==> src/rtl/iter_shifter.sv <==
// Multi-cycle shifter: left/right fill, arithmetic right, up to STEP bits per cycle,
// driven by a start/busy/done handshake. Define SHIFTER_ROTATE_EN to make op=11 rotate right.
module iter_shifter #(
    parameter int WIDTH = 32,
    parameter int SH_W  = $clog2(WIDTH),
    parameter int STEP  = 1
) (
    input  logic             clk,
    input  logic             rst_n,
    input  logic             start,
    input  logic [WIDTH-1:0] in,
    input  logic [SH_W-1:0]  shAmt,
    input  logic             shBit,
    input  logic [1:0]       op,
    output logic             busy,
    output logic             done,
    output logic [WIDTH-1:0] out
);

    typedef enum logic [1:0] {S_IDLE, S_SHIFT, S_DONE} state_t;

    // One extra bit so STEP == WIDTH is representable in the step arithmetic
    localparam logic [SH_W:0]    STEP_C = (SH_W+1)'(STEP);
    localparam logic [WIDTH-1:0] ALL1   = '1;

    state_t          state, state_nx;
    logic [SH_W-1:0] cnt;
    logic            fill;
    logic [1:0]      op_q;
    logic            accept;
    logic [SH_W:0]   cnt_ext, k;
    logic [WIDTH-1:0] shifted;

`ifdef SHIFTER_ROTATE_EN
    localparam logic [SH_W:0] WIDTH_C = (SH_W+1)'(WIDTH);
    logic [SH_W:0] rot_amt;
    assign rot_amt = WIDTH_C - k;
`endif

    assign cnt_ext = {1'b0, cnt};
    assign k       = (cnt_ext < STEP_C) ? cnt_ext : STEP_C;
    assign busy    = (state == S_SHIFT);
    assign done    = (state == S_DONE);

    always_comb begin
        shifted = out;
        if (op_q == 2'b00)
            shifted = (out << k) | (~(ALL1 << k) & {WIDTH{fill}});
`ifdef SHIFTER_ROTATE_EN
        else if (op_q == 2'b11)
            shifted = (out >> k) | (out << rot_amt);
`endif
        else
            shifted = (out >> k) | (~(ALL1 >> k) & {WIDTH{fill}});
    end

    always_comb begin
        state_nx = state;
        accept   = 1'b0;
        case (state)
            S_IDLE, S_DONE: begin
                state_nx = S_IDLE;
                if (start) begin
                    accept   = 1'b1;
                    state_nx = (shAmt != '0) ? S_SHIFT : S_DONE;
                end
            end
            S_SHIFT: if (cnt_ext <= STEP_C) state_nx = S_DONE;
            default: state_nx = S_IDLE;
        endcase
    end

    always_ff @(posedge clk or negedge rst_n) begin
        if (!rst_n) state <= S_IDLE;
        else        state <= state_nx;
    end

    always_ff @(posedge clk or negedge rst_n) begin
        if (!rst_n) begin
            out  <= '0;
            cnt  <= '0;
            fill <= 1'b0;
            op_q <= 2'b00;
        end else if (accept) begin
            out  <= in;
            cnt  <= shAmt;
            // Arithmetic right folds into the fill bit: the operand MSB as seen at start
            fill <= (op == 2'b10) ? in[WIDTH-1] : shBit;
            op_q <= op;
        end else if (state == S_SHIFT) begin
            out <= shifted;
            cnt <= cnt - k[SH_W-1:0];
        end
    end

endmodule
==> config.mk <==
export PLATFORM = sky130hd
export DESIGN_NAME = iter_shifter
export DESIGN_NICKNAME = d
export VERILOG_FILES = /design/src/rtl/iter_shifter.sv
export SDC_FILE = /design/constraint.sdc
export NUM_CORES = 1
export LEC_CHECK = 0
export CAP_MARGIN = 20
export CORE_ASPECT_RATIO = 2
export CORE_MARGIN = 10
export CORE_UTILIZATION = 35
export DETAILED_ROUTE_END_ITERATION = 10
export PLACE_DENSITY = 0.74
export SYNTH_ARGS = -nofsm -noshare
export SYNTH_HDL_FRONTEND = slang
export SYNTH_SLANG_ARGS = --single-unit
==> constraint.sdc <==
create_clock -name clk -period 1.9 [get_ports clk]
set_clock_uncertainty 0.15 [all_clocks]
set_input_delay 0.19 -clock clk [delete_from_list [all_inputs] [get_ports clk]]
set_output_delay 0.19 -clock clk [all_outputs]
set_load 0.01 [all_outputs]
==> impl_metrics.toml <==
[outcome]
status = "finished with violations"
violations = "setup timing"

[final_layout]
final_common_cell = "clkdlybuf4s50_1"
diodes = 0
nets = 362
final_cell_mix = "clkdlybuf4s50_1 (74), nand2_1 (44), dfrtp_1 (42)"
drive_above_1_share = 0.197
design_area_sq_um = 3590
areaGrowthSynthToFinish_pct = 50.0

[synthesis]
synthAdderAreaFrac = 0.00523
ys_ff_latch = 42
yosysUniqueCellTypes = 27
synth_area_leader_cell = "dfrtp_1"
synth-edff-count = 0
synthSimpleGateAreaFrac = 0.121
syn_area_per_cell_sq_um = 10.2
synth_ff_type = "dfrtp_1"
syn-instance-count = 234
synth_top_family_by_area = "multiplexers"
synth-compound-area-share = 0.108
synthMuxAreaShare = 0.275
yosys_warnings = 0
synth_area_sq_um = 2390
synth-xor-area-share = 0
synth_fp_nets = 278
synth_top_area_frac = 0.440
yosysSeqAreaShare = 0.440
async_flop_share = 1.00
synth_area_leaders = "dfrtp_1 (44%), mux2i_1 (14%), mux2_2 (14%)"

[placement]
hpwl_um = 5260
gp_congestion = 0.834
placed_cell_area_sq_um = 3330
io_buffers = 76

[cts]
cts_buffer_depth = 2
h-tree-depth = 2
cts_sinks = 42
clock-root-buffer = "clkbuf_16"
clk_latency_ns = 0.28
clkTransAtPathRegs_ns = 0.06
numCtsBuffers = 5
cts_tree = "done"

[timing]
slew_violations = 0
relSlewSlack = 0.763
finalHoldViolCount = 0
post-route-min-period_ns = 2.02
tightestPinTransition_ns = 0.353
whs_ns = 0.162
setup_viol = 23
post-route-period-util = 1.06
fin_ws_ns = -0.123
max_freq_ghz = 0.494
rsz0062_at_grt = "yes"

[floorplan]
die_y_um = 137
coreArea_sq_um = 6620
die-area_sq_um = 10700
row_count = 42
io_pins = 77
initial_core_util = 0.361
fp.dieW_um = 78.4

[worst_setup_path]
critPathTopFamily = "simple AND/OR/NAND/NOR gates"
reg2reg_from = "cnt[1]"
critical_path_class = "flop to flop"
cpMaxStageDelayCell = "or4_4"
arrival_ns = 2.04
crit_chain = "or4_4 -> or2b_1 -> ha_4 -> nor4_4 -> nor3b_2 -> a221o_1"
rrSetupSlack_ns = -0.12
cp.required_ns = 1.92
cp_num_buf_inv = 0
path_max_fanout = 3
max_stage_delay_ns = 0.57
startpoint_type = "flop"
r2r_cells = 6
r2r-end = "cnt[4]"
critPathCaptureType = "flop"

[power_and_ir_drop]
ir_drop_uv = 877
powerDensity_nw_per_um2 = 1940
leakage_nw = 1.54

[flow_run]
maxCapViolations = 0

[routing]
ant_nets = 0
drcViolationCount = 0
viasPerCell = 5.04
wire_per_inst_um = 16.8
routed-via-count = 2053
dr.pass1.iters = 4
drt_iter0_drc = 128
wl_um = 6830

[grt]
grt_pass1_wl_um = 11100
grt_pass1_vias = 2209
antenna_found_initial = 0
grt_use_total = 0.127
overflow = 0
grt_max_degree = 46

[worst_hold_path]
hold_class = "input port to async pin"
stage by stage:
step           setup slack, ns  setup TNS, ns  utilization  power [W]  instances
2_1_floorplan          -0.0497        -0.0497            -    0.00425        234
3_3_place_gp           -0.0434        -0.0568        0.504    0.00566        397
3_5_place_dp           -0.0737         -0.116        0.504    0.00575        397
4_1_cts                -0.0932         -0.205        0.535    0.00693        406
5_1_grt                 -0.190          -3.31        0.542    0.00747        407
6_report                -0.123         -0.632        0.542    0.00696        407
synth_stat cells (2+ instances only):
library cell,number
nand2_1,44
nor3_1,3
inv_1,2
nor2_1,3
buf_12,2
mux2i_1,33
nand2b_1,2
clkbuf_1,12
o211ai_1,3
a22oi_1,2
o21ai_0,11
nor2b_1,3
dfrtp_1,42
a221o_1,3
nand3_1,3
mux2_2,29
nor4_1,3
o21ai_1,24
nor3b_1,2
routing by layer:
metal,part of all wire,track usage,up-vias,wire length (um)
met5,0,0,-,0
met4,0.019,0.0521,0,129
met3,0.055,0.0329,8,374
met2,0.56,0.243,64,3800
met1,0.37,0.125,994,2530
li1,-,-,987,-
worst max-delay path by stage:
stage              to  depth (start not counted)   start  slack [ns]
2_1_floorplan  cnt[4]                          6  cnt[4]       -0.05
3_3_place_gp   cnt[4]                          6  cnt[4]       -0.04
3_5_place_dp   cnt[4]                          6  cnt[4]       -0.07
4_1_cts        cnt[4]                          6  cnt[4]       -0.09
5_1_grt        cnt[4]                          6  cnt[1]       -0.19
6_report       cnt[4]                          6  cnt[1]       -0.12
what timing repair did:
action                                 in CTS  in global routing
hold buffers                                1                  0
pin swaps                                   0                  2
resized for setup                           4                  8
setup endpoints to repair                  12                 33
buffers inserted                            0                  1
endpoints found under the hold margin      42                  0
logic make-up after synthesis:
logic type	count (synthesis)
AOI/OAI and AO/OA	45
adders and majority gates	1
buffers and inverters	19
DFF	42
muxes	62
and+or+nand+nor	65
sequential cells by signal, summed over array words and instances, names as in the netlist:
| name | cells |
|---|---|
| op_q | 2 |
| fill | 1 |
| cnt | 5 |
| state | 2 |
| out | 32 |
report_power, final:
part / switching, W / internal, W / leakage, nW
sequential: 0.000435 / 0.00136 / 0.517
clock: 0.000338 / 0.000788 / 0.0971
combinational: 0.00177 / 0.00228 / 0.926
total: 0.00254 / 0.00443 / 1.54
area by class of cell:
class	instances	area, sq um
clock buffers	6	139
clock inverters	2	60.1
fillers	607	3040
inverters	2	7.51
multi-input cells	173	1270
flip-flops and latches	42	1050
well taps	88	110
repair buffers	94	946
(Power assumes the default switching activity.)
